## config.mk

```make
export PLATFORM = sky130hd
export DESIGN_NAME = pipe_scoreboard
export DESIGN_NICKNAME = d
export VERILOG_FILES = /design/src/rtl/pipe_sb_pkg.sv /design/src/rtl/pipe_scoreboard_entry.sv /design/src/rtl/pipe_scoreboard.sv
export SDC_FILE = /design/constraint.sdc
export NUM_CORES = 1
export LEC_CHECK = 0
export ABC_AREA = 1
export BUFFER_PORTS_ARGS = -buffer_cell sky130_fd_sc_hd__clkbuf_2
export CAP_MARGIN = 40
export CORE_MARGIN = 1.5
export CORE_UTILIZATION = 30
export DETAILED_ROUTE_END_ITERATION = 8
export PLACE_DENSITY = 0.55
export SETUP_SLACK_MARGIN = 0.4
export SYNTH_ARGS = -nofsm -noshare
export SYNTH_HDL_FRONTEND = slang
export SYNTH_SLANG_ARGS = --single-unit
export TNS_END_PERCENT = 1
```

## constraint.sdc

```tcl
create_clock -name clk -period 4.7 [get_ports clk]
set_clock_uncertainty 0.15 [all_clocks]
set_input_delay 0 -clock clk [delete_from_list [all_inputs] [get_ports clk]]
set_output_delay 0 -clock clk [all_outputs]
set_load 0.1 [all_outputs]
```

## src/rtl/pipe_sb_pkg.sv

```systemverilog
// Shared definitions for the pipeline hazard scoreboard.
// Holds the default latency parameters, the per-source hazard result type,
// the latency clamp and the age-compare helper used by the flush logic.
package pipe_sb_pkg;

  localparam int SB_MAX_LAT = 4;
  localparam int SB_LATW    = 3;

  typedef struct packed {
    logic stall;
    logic fwd;
  } src_haz_t;

  // Map a requested latency into 1..max_lat. A request of 0 is taken as a
  // single-cycle result instead of being rejected.
  function automatic int unsigned clamp_lat(int unsigned lat, int unsigned max_lat);
    if (lat == 0) begin
      return 1;
    end else if (lat > max_lat) begin
      return max_lat;
    end
    return lat;
  endfunction

  // An entry is younger than the redirect point when its age is below the
  // flush threshold. Those entries belong to the wrong path.
  function automatic logic age_below(int unsigned age, int unsigned limit);
    return (age < limit);
  endfunction

endpackage

```

## src/rtl/pipe_scoreboard_entry.sv

```systemverilog
// sb_entry: pending-write state for one architectural register.
// Ports:
//   clk, rst          clock, synchronous active-low reset
//   set_i, set_lat_i  start tracking a new write with normalised latency
//   flush_i, flush_age_i  kill this entry if it is younger than flush_age_i
//   pend_o, cnt_o     write pending; cycles left until the result is on the bypass
module sb_entry
  import pipe_sb_pkg::*;
#(
  parameter int LATW    = SB_LATW,
  parameter int MAX_LAT = SB_MAX_LAT
) (
  input  logic            clk,
  input  logic            rst,
  input  logic            set_i,
  input  logic [LATW-1:0] set_lat_i,
  input  logic            flush_i,
  input  logic [LATW-1:0] flush_age_i,
  output logic            pend_o,
  output logic [LATW-1:0] cnt_o
);

  logic            pend_q, pend_d;
  logic [LATW-1:0] cnt_q, cnt_d;
  logic [LATW-1:0] age_q, age_d;

  always_comb begin
    pend_d = pend_q;
    cnt_d  = cnt_q;
    age_d  = age_q;
    if (flush_i && pend_q && age_below(32'(age_q), 32'(flush_age_i))) begin
      pend_d = 1'b0;
      cnt_d  = '0;
      age_d  = '0;
    end else if (set_i) begin
      // A new write replaces whatever was in flight for this register.
      pend_d = 1'b1;
      cnt_d  = set_lat_i;
      age_d  = '0;
    end else if (pend_q) begin
      // Surviving entries keep counting down, including in a flush cycle.
      cnt_d = cnt_q - LATW'(1);
      if (cnt_q == LATW'(1)) begin
        pend_d = 1'b0;
      end
      if (age_q != LATW'(MAX_LAT)) begin
        age_d = age_q + LATW'(1);
      end
    end
  end

  always_ff @(posedge clk) begin
    if (!rst) begin
      pend_q <= 1'b0;
      cnt_q  <= '0;
      age_q  <= '0;
    end else begin
      pend_q <= pend_d;
      cnt_q  <= cnt_d;
      age_q  <= age_d;
    end
  end

  assign pend_o = pend_q;
  assign cnt_o  = cnt_q;

endmodule

```

## src/rtl/pipe_scoreboard.sv

```systemverilog
// pipe_scoreboard: per-register pending-write tracker between ID and issue.
// Ports:
//   clk, rst                  clock, synchronous active-low reset
//   issue_*                   instruction presented by ID (sources, dest, latency)
//   flush, flush_age          redirect; kills in-flight writes younger than flush_age
//   issue_stall               hold PC and IF/ID, bubble into ID/EX
//   fwd_rs, fwd_rt            source must take the bypass bus
//   pend_vec                  registered per-register pending flags
//   stall_cnt                 saturating count of stalled issue cycles
module pipe_scoreboard
  import pipe_sb_pkg::*;
#(
  parameter int NREG    = 32,
  parameter int RW      = 5,
  parameter int MAX_LAT = SB_MAX_LAT,
  parameter int LATW    = SB_LATW,
  parameter int CNTW    = 16
) (
  input  logic            clk,
  input  logic            rst,
  input  logic            issue_valid,
  input  logic [RW-1:0]   issue_rs,
  input  logic [RW-1:0]   issue_rt,
  input  logic            issue_rs_used,
  input  logic            issue_rt_used,
  input  logic            issue_wen,
  input  logic [RW-1:0]   issue_wn,
  input  logic [LATW-1:0] issue_lat,
  input  logic            flush,
  input  logic [LATW-1:0] flush_age,
  output logic            issue_stall,
  output logic            fwd_rs,
  output logic            fwd_rt,
  output logic [NREG-1:0] pend_vec,
  output logic [CNTW-1:0] stall_cnt
);

  logic [NREG-1:0] pend_q;
  logic [LATW-1:0] cnt_q [NREG];
  logic [LATW-1:0] leff;
  logic            accept;
  logic            waw;
  src_haz_t        haz_a, haz_b;
  logic [CNTW-1:0] stall_cnt_q, stall_cnt_d;

  assign leff = LATW'(clamp_lat(32'(issue_lat), MAX_LAT));

  // Register 0 is never written, so its slot is tied off instead of tracked.
  assign pend_q[0] = 1'b0;
  assign cnt_q[0]  = '0;

  for (genvar i = 1; i < NREG; i++) begin : g_ent
    sb_entry #(
      .LATW    (LATW),
      .MAX_LAT (MAX_LAT)
    ) u_ent (
      .clk         (clk),
      .rst         (rst),
      .set_i       (accept && (issue_wn == RW'(i))),
      .set_lat_i   (leff),
      .flush_i     (flush),
      .flush_age_i (flush_age),
      .pend_o      (pend_q[i]),
      .cnt_o       (cnt_q[i])
    );
  end

  // cnt==1 means the producer result is on the bypass bus this cycle.
  assign haz_a.stall = issue_rs_used && (issue_rs != '0) && pend_q[issue_rs]
                       && (cnt_q[issue_rs] > LATW'(1));
  assign haz_a.fwd   = issue_rs_used && (issue_rs != '0) && pend_q[issue_rs]
                       && (cnt_q[issue_rs] == LATW'(1));
  assign haz_b.stall = issue_rt_used && (issue_rt != '0) && pend_q[issue_rt]
                       && (cnt_q[issue_rt] > LATW'(1));
  assign haz_b.fwd   = issue_rt_used && (issue_rt != '0) && pend_q[issue_rt]
                       && (cnt_q[issue_rt] == LATW'(1));

  // A newer write must not complete at or before the older one to the same
  // register, otherwise the older result would land last.
  assign waw = issue_wen && (issue_wn != '0) && pend_q[issue_wn]
               && (cnt_q[issue_wn] > leff);

  // Gated by rst so the outputs read as idle while reset is held.
  assign issue_stall = rst && issue_valid && !flush
                       && (haz_a.stall || haz_b.stall || waw);
  assign fwd_rs      = rst && issue_valid && haz_a.fwd;
  assign fwd_rt      = rst && issue_valid && haz_b.fwd;

  assign accept = issue_valid && !issue_stall && !flush && issue_wen && (issue_wn != '0);

  always_comb begin
    stall_cnt_d = stall_cnt_q;
    if (issue_stall && (stall_cnt_q != '1)) begin
      stall_cnt_d = stall_cnt_q + CNTW'(1);
    end
  end

  always_ff @(posedge clk) begin
    if (!rst) begin
      stall_cnt_q <= '0;
    end else begin
      stall_cnt_q <= stall_cnt_d;
    end
  end

  assign pend_vec  = pend_q;
  assign stall_cnt = stall_cnt_q;

endmodule

```

# [Word level (Yosys, flattened, before mapping)]
# Index checks and enable logic that the tools add are counted.
[totals] ff_bits=233 output_inout_bits=51 wordCells=719
[classes] addsub=63 magnitude_cmp=41 n_eq_ne=96 muxes=175 n_bitwise=4 reduce_logical=246
[ops] operator="$mux W3" count=71
[ops] operator="$logic_and A1 B1 Y1" count=114
[ops] operator="$eq A3 B1 Y1 const B" count=33
[ops] operator="$mux W1" count=98
[ops] operator="$add A3 B1 Y3 const B" count=31
[ops] operator="$lt A3 B3 Y1" count=31
[ops] operator="$ne A3 B3 Y1 const B" count=31
[ops] operator="$reduce_or A3 Y1" count=31
[ops] operator="$sub A3 B1 Y3 const B" count=31
[ops] operator="$eq A5 B5 Y1 const B" count=16
[ops] operator="$reduce_and A2 Y1" count=31
[ops] operator="$reduce_bool A2 Y1" count=31
[ops] operator="$reduce_or A2 Y1" count=31
[ops] operator="$bmux W3 S5" count=3
[ops] operator="$eq A5 B4 Y1 const B" count=8
[ops] operator="$eq A5 B3 Y1 const B" count=4
[ops] operator="$ge A6 B6 Y1 const B" count=3
[ops] operator="$lt A5 B6 Y1 const B" count=3
[ops] operator="$not A5 Y6" count=3
[ops] operator="$add A16 B1 Y16 const B" count=1
[ops] operator="$ne A16 B16 Y1 const B" count=1
[ops] operator="$bmux W1 S5" count=3
[ops] operator="$reduce_bool A5 Y1" count=3
[ops] operator="$eq A5 B2 Y1 const B" count=2
[ops] operator="8 further kinds" count=11

# [Logic depth before layout (Yosys ltp)]
[logic_depth] ltp_word=16 depth_mapped=24

# [Modules after synthesis]
# A second synthesis with hierarchy kept.
[hier_totals] cells_unflattened=3216 area_unflattened_um2=19449.9
[modules_own_cells] mod="sb_entry at g_ent[10].u_ent ..." n_inst=30 cells_per_inst=76 area_each_um2=481.7 seq_area_each_um2=140.1
[modules_own_cells] mod="pipe_scoreboard" n_inst=1 cells_per_inst=856 area_each_um2=4488.1 seq_area_each_um2=320.3
[modules_own_cells] mod="sb_entry at g_ent[4].u_ent" n_inst=1 cells_per_inst=80 area_each_um2=510.5 seq_area_each_um2=140.1

# [Worst setup path after synthesis]
# Ideal clock, no wire load.
[synth_path] path_type="register to output" from="register g_ent[8].u_ent.pend_q" to="output port fwd_rs" arrival_ns=4.107 path_slack_ns=0.443 stages_incl_launch_ff=12 path_buffers=1 path_cell_list="dfxtp_1 clkbuf_1 inv_1 nand2_1 nand3_1 nand3_1 nand3_1 nand3_1 nand2_1 nor2_1 nand3_1 nor4_1"
[synth_via] elab_chain_len=5
[synth_lines] element="from (decl)" line_no="pipe_scoreboard_entry.sv:23" source="logic pend_q, pend_d;"
[synth_lines] element="from (signal assigned)" line_no="pipe_scoreboard_entry.sv:58" source="pend_q <= pend_d;"
[synth_lines] element="$bmux W1 S5" line_no="pipe_scoreboard.sv:71" source="assign haz_a.fwd = issue_rs_used && (issue_rs != '0) && pend_q[issue_rs]"
[synth_lines] element="$mux W1 (implied by the code)" line_no="pipe_scoreboard.sv:71"
[synth_lines] element="$logic_and A1 B1 Y1" line_no="pipe_scoreboard.sv:71"
[synth_lines] element="$logic_and A1 B1 Y1" line_no="pipe_scoreboard.sv:72" source="&& (cnt_q[issue_rs] == LATW'(1));"
[synth_lines] element="$logic_and A1 B1 Y1" line_no="pipe_scoreboard.sv:86" source="assign fwd_rs = rst && issue_valid && haz_a.fwd;"
[synth_lines] element="to (decl)" line_no="pipe_scoreboard.sv:32" source="output logic fwd_rs,"
# Every way passes these cells. The select of a mux whose other input is x is not followed.

# [Worst setup path in the final report]
[layout_path] from="input port issue_wn[3]" to="register g_ent[24].u_ent.cnt_q[2]"
[layout_via] elab_chain_len=15
[layout_lines] element="from (decl)" line_no="pipe_scoreboard.sv:27" source="input logic [RW-1:0] issue_wn,"
[layout_lines] element="$not A5 Y6 (implied by the code)" line_no="pipe_scoreboard.sv:81" source="&& (cnt_q[issue_wn] > leff);"
[layout_lines] element="$bmux W3 S5" line_no="pipe_scoreboard.sv:81"
[layout_lines] element="$mux W3 (implied by the code) (2 in a row)" line_no="pipe_scoreboard.sv:81"
[layout_lines] element="$gt A3 B3 Y1" line_no="pipe_scoreboard.sv:81"
[layout_lines] element="$logic_and A1 B1 Y1" line_no="pipe_scoreboard.sv:81"
[layout_lines] element="$logic_or A1 B1 Y1" line_no="pipe_scoreboard.sv:85" source="&& (haz_a.stall || haz_b.stall || waw);"
[layout_lines] element="$logic_and A1 B1 Y1" line_no="pipe_scoreboard.sv:85"
[layout_lines] element="$logic_not A1 Y1" line_no="pipe_scoreboard.sv:89" source="assign accept = issue_valid && !issue_stall && !flush && issue_wen && (issue_wn != '0);"
[layout_lines] element="$logic_and A1 B1 Y1 (4 in a row)" line_no="pipe_scoreboard.sv:89"
[layout_lines] element="$logic_and A1 B1 Y1 *" line_no="pipe_scoreboard.sv:59" source=".set_i (accept && (issue_wn == RW'(i))),"
[layout_lines] element="$mux W3 / $reduce_bool A2 Y1 (equally long branches)"
[layout_lines] element="to (signal assigned)" line_no="pipe_scoreboard_entry.sv:59" source="cnt_q <= cnt_d;"
[layout_lines] element="to (decl)" line_no="pipe_scoreboard_entry.sv:24" source="logic [LATW-1:0] cnt_q, cnt_d;"
# Mark *: on every way between the ends. The rest lies on a longest branch, timed or not. The select of a mux whose other input is x is not followed.
# A chain may end at the register's enable or synchronous reset.

==> results.toml <==
[outcome]
status = "complete, no violations"

[die]
die_y_um = 246
io_pins = 79
die_w_um = 246
dieArea_um2 = 60700
num_rows = 89
start_util = 0.302
coreArea_um2 = 58800

[worst_setup_path]
critPathBufInv = 4
arrival_ps = 4130
critical_path_class = "in2reg"
crit_required_ps = 5000
path_max_fanout = 65
critPathMaxStageDelay_ps = 560
cpMaxStageDelayCell = "dlygate4sd3_1"
worst_path_most_repeated_cell = "nand2_1"
end_kind = "register"
crit_family = "simple AND/OR/NAND/NOR gates"
start_kind = "primary input"
cp_cell_sequence = "dlygate4sd3_1 > clkbuf_2 > nand2_1 > clkinv_1 > nand2_1 > o32ai_1 > nor3_1 > a41oi_1 > ha_1 > nand2_1 > o21ai_0 > nand2_1 > nor2_1 > nand3_1 > nand3_2 > nand2_4 > buf_12 > nand3_1 > nand2_1 > nand2_1 > nor2_1 > nor2_1"

[power]
pwr_density_cell_nw_per_um2 = 241
max-vdd-ir-drop_mv = 0.265
p_total_uw = 4790
p_leak_uw = 0.00856

[synthesis]
netlist_area_um2 = 17800
synthFlopType = "dfxtp_1"
synth_seq_area_share = 0.263
ys_types = 45
synth_seq_cells = 233
ys_warn_count = 0
yosysTopAreaCellShare = 0.263
async_flop_share = 0
synth_edf_count = 0
synth_area_leader_cell = "dfxtp_1"
synth_area_per_cell_um2 = 6.70
synth_nets = 2873
syn_inst = 2653
synth_area_leaders = "dfxtp_1 (26%), ha_1 (14%), nand2_1 (13%), nor2_1 (7.1%), nand3_1 (6.0%)"

[layout]
layout-drive-gt1-share = 0.0893
nets = 2909
multi_input_area_um2 = 11400
stdcell_area_um2 = 19800
fin_util = 0.337
area_delta_synth_final_pct = 11.7
regArea_um2 = 4660
fill_cells = 6412

[clock_tree]
cts.reportedPaths.clkPinSlew_ps = 60
cts.sinks = 233
clk_latency_ps = 560
hold_buffers = 7
cts_setup_buffers = 0
cts_buffers = 28
clockBufferDepth = 3
postCtsResizedCells = 0
cts_root_buf = "clkbuf_16"
cts_tree = "yes"
h-tree-depth = 1

[drt]
drc = 0
dr.pass1.iters = 6
antenna_left = 0
viasPerCell = 5.12
wl_um = 62000
drt-wirelength-per-cell_um = 17.8
vias = 17826
drt-initial-drc-count = 1485

[timing]
worst_slew_pin_slew_ps = 699
period_minus_slack_ps = 3820
setup_violations = 0
finalSetupTns_ps = 0
fmax_mhz = 261
timing.final.crit_share = 0.814
maxSlewHeadroom = 0.530
hold_violations = 0
worst_slack_ps = 876
rsz0062_at_grt = "no"
drv_slew = 0

[global_route]
use_met3 = 0.0390
grt_pass1_wl_um = 96600
grt_start_max_net_pins = 66
grt_pass1_vias = 16691
met2_usage = 0.323
busiest_layer = "met2"
antenna_found_initial = 3
overflow = 0
grt_use_total = 0.202
grt_use_met1 = 0.270

[place]
placed_cell_area_um2 = 18800
globalplace.congestion = 1.02
io_buffers = 77
pre_cts_slack_ps = 668
dp_hpwl_um = 45800

[min_path]
hold_class = "in2reg"

[flow_run]
maxCapViolCount = 0
==> cell usage in the layout (no fill, tap or decap), types with 5 or more instances in the layout <==
cell	synthesis	routed
nand2_1	628	628
nor2_1	335	335
inv_1	271	269
dfxtp_1	233	233
nand3_1	213	213
ha_1	192	192
a21oi_1	191	191
nand4_1	91	91
o21ai_0	79	79
clkbuf_2	0	76
xor2_1	60	60
o22ai_1	53	53
buf_4	39	34
clkbuf_16	0	29
xnor2_1	22	22
nand3_2	19	19
a211oi_1	18	18
or2_2	17	17
nor3_1	15	15
nor3b_2	12	11
o211ai_1	10	10
nand3_4	10	10
clkinv_1	7	9
a22oi_1	8	8
clkinv_2	0	8
inv_2	7	7
clkbuf_8	0	7
dlygate4sd3_1	0	7
nor2_2	6	6
o311ai_0	6	6
nand2_2	5	5
==> worst paths after layout <==
kind                                 start                        to  slack (ps)  depth (start not counted)
setup / recovery               issue_wn[3]  g_ent[24].u_ent.cnt_o[2]         880                         22
hold / removal                 issue_wn[2]    g_ent[31].u_ent.pend_o          70                          6
setup reg to reg  g_ent[17].u_ent.cnt_o[2]  g_ent[24].u_ent.cnt_o[2]         910                         20
hold reg to reg   g_ent[18].u_ent.cnt_o[1]  g_ent[18].u_ent.cnt_o[1]         330                          2
==> final cells by class <==
type | count | share of cell area
well taps | 773 | 0.0488
multi-input cells | 2019 | 0.574
inverters | 285 | 0.0539
repair buffers | 122 | 0.0407
clock buffers | 39 | 0.0420
clock inverters | 11 | 0.00542
diodes | 1 | 0.000126
flip-flops and latches | 233 | 0.235
==> stage by stage <==
| stage | cells | hold slack [ps] |
|---|---|---|
| finish | 3483 | 70.7 |
| global route | 3483 | 79.6 |
| CTS | 3482 | 26.8 |
| detailed placement | 3425 | 328 |
| global placement | 3423 | 323 |
| floorplan | 2653 | 185 |
==> layer usage <==
layer  vias to the layer above  wire length [um]  part of all wire
met1                      8161             27500              0.44
met5                         -                31           0.00050
met2                       723             26900              0.43
met4                         4              2020             0.033
met3                       125              5470             0.088
li1                       8813                 -                 -
==> power by group <==
group,internal (uW),switching (uW),leakage (uW)
Combinational,147,425,0.00621
Clock,1340,881,0.000471
Sequential,1990,14.0,0.00188
==> worst min-delay path: stages <==
cell      delay [ps]
clkbuf_2         130
nand2_1          100
buf_4            180
nor2_1            80
nand4_1          160
a21oi_1           80
==> registers in the layout, summed over array words and instances, names as in the netlist <==
| name | count |
|---|---|
| g_ent.u_ent.age_q | 93 |
| g_ent.u_ent.cnt_o | 93 |
| g_ent.u_ent.pend_o | 31 |
| stall_cnt | 16 |
==> cell families (layout without fill, tap and decap cells) <==
logic type      after synthesis  in the layout  share of synthesized area
compound gates              384            384                      0.121
xor+xnor                     82             82                     0.0404
fa+ha+maj                   192            192                      0.135
buf+inv                     401            457                     0.0972
flops                       233            233                      0.263
mux                           1              1                   0.000563
other cells                   1              2                   0.000211
simple gates               1359           1359                      0.342
==> Yosys cell counts (2+ instances only) <==
master	number
xor2_1	60
nand3_1	213
o31ai_1	2
o22ai_1	53
buf_2	18
buf_6	7
nor4_1	4
o21a_1	2
a22oi_1	8
o21ai_0	79
nand4_1	91
nand3_4	10
buf_1	8
nand2_1	628
o221ai_1	4
nand3_2	19
or2_2	17
a41oi_1	2
a21oi_1	191
clkbuf_1	44
nor3_1	15
o211ai_1	10
a221oi_1	3
o311ai_0	6
nor2_1	335
dfxtp_1	233
ha_1	192
nand2_2	5
nor3b_2	12
xnor2_1	22
clkinv_1	7
buf_4	39
nor2_2	6
o21ai_1	2
a211oi_1	18
inv_1	271
nand2_4	3
inv_2	7
Power figures use the tool's default switching activity.
